===== src/rtl/loader_pkg.sv =====
// Shared types and helpers for the boot-time instruction loader.
// LOADER_CHECKSUM_EN (consumed by instr_loader) enables the trailing checksum word.
package loader_pkg;

  typedef enum logic [2:0] {
    LEN  = 3'd0,
    DATA = 3'd1,
    CSUM = 3'd2,
    DONE = 3'd3,
    ERR  = 3'd4
  } loader_state_t;

  localparam int BYTES_PER_WORD = 4;

  // Little-endian lane shift: the newest byte enters at [31:24], so after four
  // shifts the first byte sits in [7:0].
  function automatic logic [31:0] shift_in_byte(input logic [31:0] word,
                                                input logic [7:0]  new_byte);
    return {new_byte, word[31:8]};
  endfunction

endpackage


===== src/rtl/word_assembler.sv =====
// Collects stream bytes into a 32-bit little-endian word; complete_o marks the
// fourth byte of each group, with word_o already including that byte.
module word_assembler
  import loader_pkg::*;
(
  input  logic        clk_i,
  input  logic        rst_i,
  input  logic        clear_i,
  input  logic        shift_i,
  input  logic [7:0]  byte_i,
  output logic [31:0] word_o,
  output logic        complete_o
);

  logic [31:0] shift_r;
  logic [1:0]  lane_r;

  // Byte shift register and lane counter
  always_ff @(posedge clk_i or posedge rst_i) begin
    if (rst_i) begin
      shift_r <= 32'd0;
      lane_r  <= 2'd0;
    end else if (clear_i) begin
      shift_r <= 32'd0;
      lane_r  <= 2'd0;
    end else if (shift_i) begin
      shift_r <= shift_in_byte(shift_r, byte_i);
      lane_r  <= lane_r + 2'd1;
    end else begin
      shift_r <= shift_r;
      lane_r  <= lane_r;
    end
  end

  assign word_o     = shift_in_byte(shift_r, byte_i);
  assign complete_o = shift_i && (lane_r == 2'(BYTES_PER_WORD - 1));

endmodule


===== src/rtl/instr_loader.sv =====
// Boot loader: length header, payload words written from BASE_ADDR, CPU held until done.
// Optional trailing XOR checksum word when LOADER_CHECKSUM_EN is defined.
module instr_loader
  import loader_pkg::*;
#(
  parameter logic [31:0] BASE_ADDR = 32'hBFC0_0000,
  parameter int          MAX_WORDS = 1024
) (
  input  logic        clk_i,
  input  logic        rst_i,
  input  logic        byte_valid_i,
  input  logic [7:0]  byte_data_i,
  output logic        byte_ready_o,
  input  logic        restart_i,
  output logic        wr_en_o,
  output logic [31:0] wr_addr_o,
  output logic [31:0] wr_data_o,
  output logic        cpu_hold_o,
  output logic        done_o,
  output logic        err_o
);

  localparam int K_W = $clog2(MAX_WORDS + 1);

`ifdef LOADER_CHECKSUM_EN
  localparam loader_state_t PAYLOAD_NEXT = CSUM;
`else
  localparam loader_state_t PAYLOAD_NEXT = DONE;
`endif

  loader_state_t  state_r, next_state_s;
  logic           xfer_s, restart_s, complete_s, last_word_s, release_s;
  logic [31:0]    word_s, count_r;
  logic [K_W-1:0] k_r;
  logic           ready_r, wr_en_r, hold_r, done_r, err_r;
  logic [31:0]    wr_addr_r, wr_data_r;
  logic           csum_ok_s;

  assign xfer_s      = byte_valid_i && ready_r;
  assign restart_s   = restart_i && ((state_r == DONE) || (state_r == ERR));
  assign last_word_s = ((32'(k_r) + 32'd1) == count_r);

  word_assembler u_asm (
    .clk_i      (clk_i),
    .rst_i      (rst_i),
    .clear_i    (restart_s),
    .shift_i    (xfer_s),
    .byte_i     (byte_data_i),
    .word_o     (word_s),
    .complete_o (complete_s)
  );

`ifdef LOADER_CHECKSUM_EN
  logic [31:0] csum_r;

  // XOR accumulator over payload words
  always_ff @(posedge clk_i or posedge rst_i) begin
    if (rst_i) begin
      csum_r <= 32'd0;
    end else if (restart_s) begin
      csum_r <= 32'd0;
    end else if ((state_r == DATA) && complete_s) begin
      csum_r <= csum_r ^ word_s;
    end else begin
      csum_r <= csum_r;
    end
  end

  assign csum_ok_s = (word_s == csum_r);
`else
  assign csum_ok_s = 1'b0;
`endif

  // State register
  always_ff @(posedge clk_i or posedge rst_i) begin
    if (rst_i) begin
      state_r <= LEN;
    end else begin
      state_r <= next_state_s;
    end
  end

  // Next-state logic
  always_comb begin
    next_state_s = state_r;
    case (state_r)
      LEN: begin
        if (!complete_s) begin
          next_state_s = LEN;
        end else if (word_s == 32'd0) begin
          next_state_s = PAYLOAD_NEXT;
        end else if (word_s > 32'(MAX_WORDS)) begin
          next_state_s = ERR;
        end else begin
          next_state_s = DATA;
        end
      end
      DATA: begin
        if (complete_s && last_word_s) begin
          next_state_s = PAYLOAD_NEXT;
        end else begin
          next_state_s = DATA;
        end
      end
      CSUM: begin
        if (!complete_s) begin
          next_state_s = CSUM;
        end else if (csum_ok_s) begin
          next_state_s = DONE;
        end else begin
          next_state_s = ERR;
        end
      end
      DONE, ERR: begin
        if (restart_s) begin
          next_state_s = LEN;
        end else begin
          next_state_s = state_r;
        end
      end
      default: next_state_s = ERR;
    endcase
  end

  // Leaving DATA straight into DONE delays the release one cycle so it follows the final write.
  assign release_s = (next_state_s == DONE) && (state_r != DATA);

  // Counters, write port and registered status outputs
  always_ff @(posedge clk_i or posedge rst_i) begin
    if (rst_i) begin
      count_r   <= 32'd0;
      k_r       <= '0;
      wr_en_r   <= 1'b0;
      wr_addr_r <= 32'd0;
      wr_data_r <= 32'd0;
      ready_r   <= 1'b1;
      hold_r    <= 1'b1;
      done_r    <= 1'b0;
      err_r     <= 1'b0;
    end else begin
      wr_en_r <= 1'b0;
      if (restart_s) begin
        count_r <= 32'd0;
        k_r     <= '0;
      end else if (complete_s && (state_r == LEN)) begin
        count_r <= word_s;
      end else if (complete_s && (state_r == DATA)) begin
        wr_en_r   <= 1'b1;
        wr_addr_r <= BASE_ADDR + (32'(k_r) * 32'd4);
        wr_data_r <= word_s;
        k_r       <= k_r + K_W'(1);
      end else begin
        count_r <= count_r;
        k_r     <= k_r;
      end
      ready_r <= (next_state_s == LEN) || (next_state_s == DATA) || (next_state_s == CSUM);
      err_r   <= (next_state_s == ERR);
      done_r  <= release_s;
      hold_r  <= !release_s;
    end
  end

  assign byte_ready_o = ready_r;
  assign wr_en_o      = wr_en_r;
  assign wr_addr_o    = wr_addr_r;
  assign wr_data_o    = wr_data_r;
  assign cpu_hold_o   = hold_r;
  assign done_o       = done_r;
  assign err_o        = err_r;

endmodule


===== config.mk =====
export PLATFORM = sky130hd
export DESIGN_NAME = instr_loader
export DESIGN_NICKNAME = d
export VERILOG_FILES = /design/src/rtl/loader_pkg.sv /design/src/rtl/word_assembler.sv /design/src/rtl/instr_loader.sv
export SDC_FILE = /design/constraint.sdc
export NUM_CORES = 1
export LEC_CHECK = 0
export BUFFER_PORTS_ARGS = -buffer_cell sky130_fd_sc_hd__buf_2
export CORE_ASPECT_RATIO = 1.2
export CORE_MARGIN = 2
export CORE_UTILIZATION = 25
export DETAILED_ROUTE_END_ITERATION = 12
export PLACE_DENSITY_LB_ADDON = 0.15
export SETUP_SLACK_MARGIN = 0.15
export SKIP_CTS_REPAIR_TIMING = 1
export SYNTH_ARGS = -nofsm -noshare
export SYNTH_HDL_FRONTEND = slang
export SYNTH_SLANG_ARGS = --single-unit

===== constraint.sdc =====
create_clock -name clk_i -period 4.39 [get_ports clk_i]
set_input_delay 0.439 -clock clk_i [delete_from_list [all_inputs] [get_ports clk_i]]
set_output_delay 0.439 -clock clk_i [all_outputs]
set_load 0.05 [all_outputs]

Word level (Yosys, flattened, before mapping)

Cells that the tools add are included.

Memories: 0
Word-level logic and storage cells: 70
Output and inout bits: 69
Bits in latches: 0
Bits in read-only memories: 0
Input bits: 12
Memory bits (writable): 0
Register bits: 149

Divide/modulo/power cells: 0
Multipliers: 0
$add $sub $neg: 4
Reductions and logical operators: 20
Bitwise logic cells: 2
Eq/ne operators: 12
Mux-type cells: 19
Order comparisons: 1
Shifts and indexed selects: 0

Operator list:

| cell                                                                   | count |
|---|---|
| 32-bit two-way mux                                                     | 4 |
| 11-bit two-way mux                                                     | 3 |
| 32-bit by 13-bit adder with 32-bit output, first input constant        | 1 |
| 12-bit by 32-bit equality test with 1-bit output                       | 1 |
| 32-bit by 11-bit > comparator with 1-bit output, second input constant | 1 |
| 32-bit logical NOT                                                     | 1 |
| 3-bit two-way mux                                                      | 5 |
| 11-bit by 1-bit adder with 12-bit output, second input constant        | 1 |
| 3-bit by 2-bit equality test with 1-bit output, second input constant  | 4 |
| 3-bit case mux with 4 select lines                                     | 1 |
| 11-bit by 1-bit adder with 11-bit output, second input constant        | 1 |
| 1-bit logical AND                                                      | 7 |
| 3-bit by 1-bit equality test with 1-bit output, second input constant  | 2 |
| 3-bit equality test, second input constant                             | 2 |
| 3-bit logical NOT                                                      | 2 |
| 2-bit two-way mux                                                      | 3 |
| 2-bit nonzero test                                                     | 3 |
| 1-bit logical OR                                                       | 3 |
| 1-bit two-way mux                                                      | 3 |
| 3-bit by 1-bit != test with 1-bit output, second input constant        | 1 |
| 3-bit AND reduction                                                    | 1 |
| 2-bit by 1-bit adder with 2-bit output, second input constant          | 1 |
| 2-bit equality test, second input constant                             | 1 |
| 2-bit != test, second input constant                                   | 1 |
| 4 further kinds                                                        | 5 |

Logic depth before layout (Yosys ltp)

Gate-level depths: netlist of the first run.

Depth after elaboration: 8
Gate-level depth with buffers: 8
Depth with buffers taken out: 7

Modules after synthesis

From an unflattened synthesis of the first run, not the netlist that was laid out.

Cell total of the unflattened synthesis: 626
Area, all modules: 5680.4 um2

By module, submodules not included:

| module         | cells each | area each (um2) | instances | sequential area each (um2) |
|---|---|---|---|---|
| instr_loader   | 531        | 4521.8          | 1         | 2379.8 |
| word_assembler | 95         | 1158.6          | 1         | 650.6 |

Worst setup path before layout of the first run

OpenSTA, ideal clock, no wires.

Path kind: register to register
Start: register ready_r (netlist: byte_ready_o)
End: register state_r[1]
Period minus slack after synthesis: 1.997 ns
Buffers on the path: 1
Stages on the path, launching flop included: 8
Arrival: 1.933 ns
Path slack: 2.393 ns
Required time: 4.326 ns
Setup time: 0.064 ns
Path through: dfstp_2 > and2_1 > buf_2 > o2111ai_1 > a2111oi_2 > nand4_1 > nor4_2 > a211o_1

Cells in the longest elaborated chain, start to end: 5
Elaborated cells on any way between the ends: 7
Those cells by class: mux: 4; reduce/logical: 3

RTL lines:

| what                                   | RTL line             | RTL |
|---|---|---|
| start, declared                        | instr_loader.sv:35   | `logic ready_r, wr_en_r, hold_r, done_r, err_r;` |
| start signal, assigned                 | instr_loader.sv:156  | `ready_r <= (next_state_s == LEN) \|\| (next_state_s == DATA) \|\| (next_state_s == CSUM);` |
| 1-bit logical AND (*)                  | instr_loader.sv:39   | `assign xfer_s = byte_valid_i && ready_r;` |
| 1-bit logical AND (*)                  | word_assembler.sv:36 | `assign complete_o = shift_i && (lane_r == 2'(BYTES_PER_WORD - 1));` |
| 1-bit logical AND                      | instr_loader.sv:99   | `if (complete_s && last_word_s) begin` |
| 2-bit two-way mux                      | instr_loader.sv:99   |  |
| 3-bit case mux with 4 select lines (*) | instr_loader.sv:86   | `case (state_r)` |
| net next_state_s[1]                    | instr_loader.sv:31   | `loader_state_t state_r, next_state_s;` |
| end signal, assigned                   | instr_loader.sv:79   | `state_r <= next_state_s;` |
| end, declared                          | instr_loader.sv:31   |  |

The timed path passes the listed nets; every way through them passes the cells marked *.
A chain may end at the register's enable or synchronous reset.

Worst setup path after layout of the first run

Start: register state_r[1]
End: register k_r[5]

Cells in the longest elaborated chain, start to end: 5
Elaborated cells on any way between the ends: 12
Those cells by class: eq/ne: 4; mux: 1; reduce/logical: 7

RTL lines:

| what                                                                                  | RTL line            | RTL |
|---|---|---|
| 3-bit by 2-bit equality test with 1-bit output or 3-bit equality test (tied branches) | instr_loader.sv:40  | `assign restart_s = restart_i && ((state_r == DONE) \|\| (state_r == ERR));` |
| 1-bit logical OR                                                                      | instr_loader.sv:40  |  |
| 1-bit logical AND                                                                     | instr_loader.sv:40  |  |
| 2-bit != test (no source line) or 2-bit nonzero test (tied branches)                  | --                  |  |
| 2-bit AND reduction (no source line)                                                  | --                  |  |
| end signal, assigned                                                                  | instr_loader.sv:151 | `k_r <= k_r + K_W'(1);` |
| end signal, assigned                                                                  | instr_loader.sv:154 | `k_r <= k_r;` |
| end, declared                                                                         | instr_loader.sv:34  | `logic [K_W-1:0] k_r;` |

Several ways; a longest one is shown, not always the timed one.

==> results of run 1 <==
[logic make-up after synthesis]
kind of cell	synth area share [%]
AO/OA/AOI/OAI	10.4
XOR/XNOR	2.54
adder cells (fa/ha/maj)	0.657
buffers and inverters	5.98
flip-flops	54.9
multiplexers	0.453
other	0.0679
AND/OR/NAND/NOR	25.0
[state kept, by name, indices dropped and copies added (netlist names)]
| register | flops |
|---|---|
| byte_ready_o | 1 |
| count_r | 32 |
| cpu_hold_o | 1 |
| done_o | 1 |
| err_o | 1 |
| k_r | 11 |
| state_r | 3 |
| u_asm.lane_r | 2 |
| u_asm.shift_r | 24 |
| wr_addr_o | 12 |
| wr_data_o | 32 |
| wr_en_o | 1 |
[cell usage after synthesis, types with 3 or more instances]
library cell | number | area [um^2]
o31ai_1 | 3 | 22.5
dfrtp_1 | 119 | 2980
xor2_1 | 8 | 70.1
a21oi_1 | 62 | 310
buf_2 | 9 | 45.0
nor4_1 | 11 | 68.8
buf_4 | 24 | 180
nand4_1 | 4 | 25.0
o41ai_1 | 3 | 26.3
clkbuf_1 | 20 | 75.1
inv_1 | 4 | 15.0
xnor2_1 | 8 | 70.1
nand3_1 | 6 | 30.0
and3_1 | 3 | 18.8
nor2_1 | 12 | 45.0
o21ai_1 | 14 | 70.1
nand2_1 | 262 | 983
or3_1 | 3 | 18.8
[critical path: cells and delay by family (launching register included)]
family,cells,cell delay [ps]
buffers and inverters,1,550
AND/OR/NAND/NOR,3,690
flip-flops,1,500
AO/OA/AOI/OAI,3,460
[how the worst min path moves through the flow]
| stage | from | end | slack [ps] | depth (start not counted) |
|---|---|---|---|---|
| finish | rst_i | done_o$_DFF_PP0_ | 160 | 2 |
| global route | rst_i | done_o$_DFF_PP0_ | 230 | 2 |
| CTS | rst_i | done_o$_DFF_PP0_ | 190 | 2 |
| detailed placement | wr_data_o[26]$_DFFE_PP0P_ | wr_data_o[26]$_DFFE_PP0P_ | 460 | 2 |
| global placement | wr_data_o[29]$_DFFE_PP0P_ | wr_data_o[29]$_DFFE_PP0P_ | 460 | 2 |
| floorplan | u_asm.shift_r[8]$_DFFE_PP0P_ | wr_data_o[0]$_DFFE_PP0P_ | 480 | 2 |
[metrics by stage]
| step | util [%] | hold WS, ps | setup WS (ps) | total power, mW |
|---|---|---|---|---|
| after floorplan | - | 482 | 740 | 2.04 |
| after global placement | 27.8 | 457 | 2120 | 2.28 |
| after detailed placement | 27.8 | 460 | 2030 | 2.31 |
| after CTS | 30.5 | 194 | 2010 | 3.74 |
| after global routing | 30.5 | 232 | 1820 | 3.91 |
| final | 30.5 | 164 | 2030 | 3.68 |
[power groups by stage]
stage / Combinational [mW] / Clock [mW] / Sequential [mW]
global route: 0.773 / 1.51 / 1.62
finish: 0.685 / 1.41 / 1.58
detailed placement: 0.697 / 0 / 1.61
global placement: 0.681 / 0 / 1.60
floorplan: 0.528 / 0 / 1.52
CTS: 0.700 / 1.45 / 1.59
[routing by layer]
layer	up-vias	routed length, um	global-route usage [%]
met5	-	0	0
met2	90	7640	22.7
met3	19	479	3.25
li1	2136	-	-
met4	0	212	4.04
met1	2118	6770	17.0
[layout make-up]
type                    count  share of cell area [%]
clock inverters            13                    2.21
clock buffers              19                    6.83
repair buffers             76                    6.04
flip-flops and latches    121                    45.7
multi-input cells         453                    33.6
inverters                   6                   0.378
well taps                 274                    5.17
==> out/results.tsv, run 1 <==
metric	value	unit
Post-Layout Cell Count	962	
first-pass GRT wire length	24800	um
most common cell after layout, fill and taps aside	nand2_1	
vias	4363	
DIE WIDTH	140	um
r2r startpoint	state_r[1]$_DFF_PP0_	
nets	689	
status	complete, no violations	
worst path cell trace	nor2_2, nand2_1, a21boi_4, buf_4, nor2_1, o21ai_1, o31ai_1	
ys async rst share	100	%
CTS Root Cell	clkbuf_16	
TritonCTS clock tree	done	
Antenna diodes	0	
Power Density	556	mW/mm^2
syn_area_per_cell	8.85	um^2
fin. max-slew vios	0	
GPL Wtd Cong	0.773	
Top FF cell, synth	dfrtp_1	
r2r setup slk	2030	ps
Core ar.	0.0217	mm^2
final instance area	0.00663	mm^2
Max IR drop VDD	0.277	mV
DIE AREA	0.0233	mm^2
setup_tns	0	ps
Max clock buf depth	2	
Initial Utilization	25.5	%
via/cell ratio	4.54	
YS warnings	0	
end point of the critical path	k_r[5]$_DFFE_PP0P_	
DRT antenna net count	0	
Tmin final	2360	ps
Comb pwr share	18.6	%
Clock power frac	38.4	%
CP peak stage delay	550	ps
post-synthesis sequential area ratio	54.9	%
TritonCTS Buffers	17	
reg2reg end	k_r[5]$_DFFE_PP0P_	
layout cells sized above 1	18.9	%
Setup violations, final	0	
Post-Syn Instances	624	
routed length per instance	15.7	um
multi-input logic area	0.00223	mm^2
fin crit share	53.8	%
GRT Overall Usage	13.4	%
H-tree levels	4	
# IOs	81	
post-placement cell count	930	
hpwl dp	10100	um
critical path's slowest cell	buf_4	
largest net degree at the start of global routing	63	
achievable clock frequency	0.424	GHz
post-synth cell types	53	
most frequent cells in the layout	262 x nand2_1, 119 x dfrtp_1, 68 x buf_2, 62 x a21oi_1, 17 x clkbuf_16	
initial antenna violation count	0	
First-pass DRT Iterations	6	
Clk Latency, worst-skew pair	420	ps
beginning of the critical path	state_r[1]$_DFF_PP0_	
register area	0.00303	mm^2
Layout area overhead	20.0	%
share of power burned in registers	43.0	%
fillers	2319	
crit end category	register	
RSZ-0062 raised after global routing	no	
crit-path max FO	61	
port bufs	68	
P_int	2.45	mW
Hold Crit Class	in2async	
startpoint types	register	
switching power	1.24	mW
Residual DRC	0	
Leak Pwr	3.28	nW
max-cap viol count	0	
Final Hold Viols	0	
crit path DAT	2640	ps
DR iter-0 viols	316	
Setup CP Type	reg2reg	
headroom to the max-slew limit	39.2	%
reg2reg path depth	7	
Post-synth EDFFs	0	
Sw Share	33.6	%
Required @ worst endpoint	4670	ps
skew final	10.5	ps
die height	167	um
vias in the first global route	4398	
total global routing overflow	0	
Mapped Area	0.00552	mm^2
clk sink count	121	
Routed WL	15100	um
row count	59	
placed cell area	0.00603	mm^2
Seq cells post-synth	121	
worst-margin pin slew	909	ps
Clock transition at path regs	60	ps
Power figures use the tool's default switching activity.
==> inputs of run 2 (changes only) <==
- clock period: 4.39 -> 2.4 ns (I/O delays scaled with it)
==> run 2 against run 1 <==
  * Fmax up 15%
  * Critical endpoint is now k_r[7]$_DFFE_PP0P_
  * Clock power is 74% higher
  * Sequential power rose by 82%
  * Total power increased by 81%
  * Routed wire length rose by 0.46%
  * Sequential cell count is the same
  * Register-to-register slack worse by 1700 ps
  * Critical path depth decreased by 1
==> out/results.tsv, run 2 (synthesized netlist as in run 1, its figures left out) <==
metric	value	unit
status	complete, no violations	
reg2reg end	k_r[7]$_DFFE_PP0P_	
post-placement cell count	940	
Final Hold Viols	0	
via/cell ratio	4.58	
Clk Latency, worst-skew pair	420	ps
most frequent cells in the layout	262 x nand2_1, 118 x dfrtp_1, 68 x buf_2, 62 x a21oi_1, 17 x clkbuf_16	
total global routing overflow	0	
GRT Overall Usage	13.4	%
routed length per instance	15.6	um
CP peak stage delay	570	ps
GPL Wtd Cong	0.798	
DRT antenna net count	0	
reg2reg path depth	6	
critical path's slowest cell	dfrtp_1	
achievable clock frequency	0.488	GHz
Core ar.	0.0217	mm^2
TritonCTS Buffers	17	
Comb pwr share	19.8	%
headroom to the max-slew limit	52.7	%
Leak Pwr	3.32	nW
DIE WIDTH	140	um
vias in the first global route	4536	
row count	59	
Post-Layout Cell Count	973	
Tmin final	2050	ps
Setup violations, final	0	
crit end category	register	
clk sink count	121	
nets	700	
vias	4454	
P_int	4.41	mW
DIE AREA	0.0233	mm^2
largest net degree at the start of global routing	64	
# IOs	81	
dpl ws	237	ps
H-tree levels	4	
Antenna diodes	0	
Hold Crit Depth	3	
hpwl dp	10600	um
skew final	8.62	ps
worst path cell trace	nor3b_2, nand3_4, inv_2, buf_4, a21oi_1, o21ai_1	
Routed WL	15200	um
TritonCTS clock tree	done	
Power, Total	6.66	mW
first-pass GRT wire length	24800	um
startpoint types	register	
fin crit share	85.4	%
port bufs	68	
r2r setup slk	350	ps
crit path DAT	2390	ps
worst hold slack	75.5	ps
Clock power frac	37.0	%
Setup CP Type	reg2reg	
Initial Utilization	25.5	%
Max IR drop VDD	0.558	mV
RSZ-0062 raised after global routing	no	
Power Density	990	mW/mm^2
Clock transition at path regs	60	ps
Max clock buf depth	2	
share of power burned in registers	43.2	%
worst path bufs/invs	2	
max-cap viol count	0	
worst-margin pin slew	707	ps
switching power	2.25	mW
fin. max-slew vios	0	
Residual DRC	0	
Sw Share	33.8	%
Final Util	31.0	%
setup slack after layout	350	ps
crit-path leading delay family	simple AND/OR/NAND/NOR gates	
most common cell after layout, fill and taps aside	nand2_1	
crit-path max FO	28	
worst hold start	byte_data_i[1]	
Hold Crit Class	in2reg	
layout cells sized above 1	20.3	%
setup_tns	0	ps
Hold EP	wr_data_o[25]$_DFFE_PP0P_	
placed cell area	0.00613	mm^2
final instance area	0.00672	mm^2
First-pass DRT Iterations	4	
Layout area overhead	21.7	%
DR iter-0 viols	214	
CTS Root Cell	clkbuf_16	
initial antenna violation count	0	
Required @ worst endpoint	2740	ps
r2r startpoint	state_r[0]$_DFF_PP0_	
die height	167	um
## run 2: changes by cell type in the layout (fill, tap and decap cells not counted), sizes merged
cell and delta:
buf +10, bufinv -1, dlygate4sd3 +1, inv +1
## run 2: worst max-delay path by stage
stage / start / endpoint / slack, ps / depth (start not counted)
finish: state_r[0]$_DFF_PP0_ / k_r[7]$_DFFE_PP0P_ / 350 / 6
global route: state_r[0]$_DFF_PP0_ / k_r[7]$_DFFE_PP0P_ / 160 / 6
CTS: state_r[0]$_DFF_PP0_ / k_r[7]$_DFFE_PP0P_ / 210 / 6
detailed placement: k_r[0]$_DFFE_PP0P_ / state_r[1]$_DFF_PP0_ / 240 / 7
global placement: k_r[0]$_DFFE_PP0P_ / state_r[1]$_DFF_PP0_ / 260 / 7
floorplan: byte_ready_o$_DFF_PP1_ / state_r[1]$_DFF_PP0_ / 400 / 7
## run 2: worst register-to-register path, delay by kind of cell, from the launching register on
| family | cells | cell delay, ps |
|---|---|---|
| buf+inv | 2 | 470 |
| compound gates | 2 | 280 |
| simple gates | 2 | 650 |
| flops | 1 | 570 |
## run 2: cell type report
class	count	area, um^2
Timing Repair Buffer	87	510
Sequential cell	121	3030
Multi-Input combinational cell	453	2240
Inverter	6	26.3
Tap cell	274	343
Fill cell	2339	15000
Clock buffer	19	453
Clock inverter	13	119
## run 2: metal layers
layer	track usage, %	vias to the layer above	share of wire, %
met2	23.2	96	51
li1	-	2151	-
met1	16.4	2180	43
met4	5.04	0	2.1
met3	2.82	27	3.3
met5	0	-	0
## run 2: power by group through the flow
stage / sequential (mW) / clock [mW] / combinational (mW)
2_1_floorplan: 2.77 / 0 / 0.967
3_3_place_gp: 2.91 / 0 / 1.31
3_5_place_dp: 2.92 / 0 / 1.33
4_1_cts: 2.89 / 2.53 / 1.34
5_1_grt: 2.94 / 2.61 / 1.50
6_report: 2.88 / 2.46 / 1.32
==> inputs of run 3 (changes only) <==
- CELL_PAD_IN_SITES_DETAIL_PLACEMENT: unset -> 1
- CELL_PAD_IN_SITES_GLOBAL_PLACEMENT: unset -> 1
==> run 3 against run 2 <==
  * Routed wire length rose by 7.1%
  * Via count is 0.16% higher
  * Setup slack worse by 18 ps
  * Critical path depth is 1 higher
  * Non-clock buffer count is 5 lower
  * Worst hold slack better by 8.1 ps
  * Global-route usage increased by 1.1 points
  * Final area increased by 0.80%
  * Combinational power is essentially flat
  * Sequential power hardly changed
  * Final cell count fell by 0.82%
  * Critical path type unchanged
  * Largest cell class unchanged
  * Highest routed layer unchanged
==> out/results.tsv, run 3 (synthesized netlist as in run 1, its figures left out) <==
metric	value	unit
Setup violations, final	0	
hpwl dp	11200	um
nets	695	
Initial Utilization	25.5	%
DIE AREA	0.0233	mm^2
Hold Crit Class	in2reg	
met3 WL	471	um
Max clock buf depth	2	
routed length per instance	16.8	um
status	complete, no violations	
Post-Route M1 WL	7010	um
setup_tns	0	ps
dpl ws	115	ps
crit end category	register	
max-cap viol count	0	
first-pass GRT wire length	26600	um
Tmin final	2070	ps
vias in the first global route	4853	
DR iter-0 viols	171	
register area	0.00303	mm^2
TritonCTS Buffers	17	
placed cell area	0.00614	mm^2
GPL Wtd Cong	0.801	
Clock transition at path regs	60	ps
beginning of the critical path	k_r[0]$_DFFE_PP0P_	
Clk Latency, worst-skew pair	410	ps
Power Density	1000	mW/mm^2
Power, Total	6.80	mW
Routed WL	16300	um
metal2 WL	8500	um
total global routing overflow	0	
Layout area overhead	22.7	%
most frequent cells in the layout	262 x nand2_1, 117 x dfrtp_1, 68 x buf_2, 62 x a21oi_1, 17 x clkbuf_16	
Core ar.	0.0217	mm^2
via/cell ratio	4.62	
final instance area	0.00678	mm^2
worst hold slack	83.6	ps
Setup CP Type	reg2reg	
Antenna diodes	0	
Final Hold Viols	0	
DRT antenna net count	0	
TritonCTS clock tree	done	
clk sink count	121	
H-tree levels	4	
layout cells sized above 1	19.5	%
DIE WIDTH	140	um
multi-input logic area	0.00228	mm^2
initial antenna violation count	0	
row count	59	
Leak Pwr	3.33	nW
GRT Overall Usage	14.5	%
First-pass DRT Iterations	4	
crit path DAT	2420	ps
die height	167	um
worst hold start	byte_data_i[3]	
headroom to the max-slew limit	52.3	%
fillers	2541	
CTS Root Cell	clkbuf_16	
r2r startpoint	k_r[0]$_DFFE_PP0P_	
achievable clock frequency	0.484	GHz
Max IR drop VDD	0.488	mV
startpoint types	register	
port bufs	68	
largest net degree at the start of global routing	61	
worst-margin pin slew	714	ps
fin crit share	86.2	%
setup slack after layout	332	ps
RSZ-0062 raised after global routing	no	
vias	4461	
skew final	6.51	ps
fin. max-slew vios	0	
# IOs	81	
crit-path max FO	7	
Residual DRC	0	
top layer in use	met4	
most common cell after layout, fill and taps aside	nand2_1	
Required @ worst endpoint	2750	ps
[run 3: power by group]
part	total, mW	switching (mW)	internal (mW)
Sequential	2.89	0.462	2.43
Clock	2.55	0.918	1.64
Combinational	1.35	0.854	0.499
[run 3: critical path, cell delays in order, from the launching register on]
cell and delay (ps):
dfrtp_2 470, ha_4 270, xnor2_1 230, nand3_1 120, a2111oi_2 360, nand4_1 200, nor4_4 220, a211o_1 140
[run 3: layout make-up]
type / instances / share of cell area (%)
inverters: 6 / 0.406
flip-flops and latches: 121 / 44.8
repair buffers: 82 / 7.72
clock inverters: 9 / 1.86
well taps: 274 / 5.06
multi-input cells: 453 / 33.6
clock buffers: 20 / 6.59
[run 3: path summary, 6_finish.rpt]
path,end,slack (ps),cells past startpoint
setup / recovery,state_r[1]$_DFF_PP0_,330,7
hold / removal,wr_data_o[27]$_DFFE_PP0P_,80,3
setup reg to reg,state_r[1]$_DFF_PP0_,330,7
hold reg to reg,wr_data_o[24]$_DFFE_PP0P_,470,2
max in group asynchronous,byte_ready_o$_DFF_PP1_,1250,4
min in group asynchronous,wr_addr_o[29]$_DFFE_PP0P_,490,3
[run 3: per-layer routing]
metal / vias up / global-route usage [%]
met5: - / 0
met3: 15 / 2.88
met2: 73 / 25.8
li1: 2129 / -
met1: 2244 / 17.4
met4: 0 / 4.83
[run 3: per-stage QoR]
stage,util [%],cells
floorplan,-,635
global placement,28.3,935
detailed placement,28.3,935
CTS,30.9,964
global route,31.2,965
finish,31.2,965
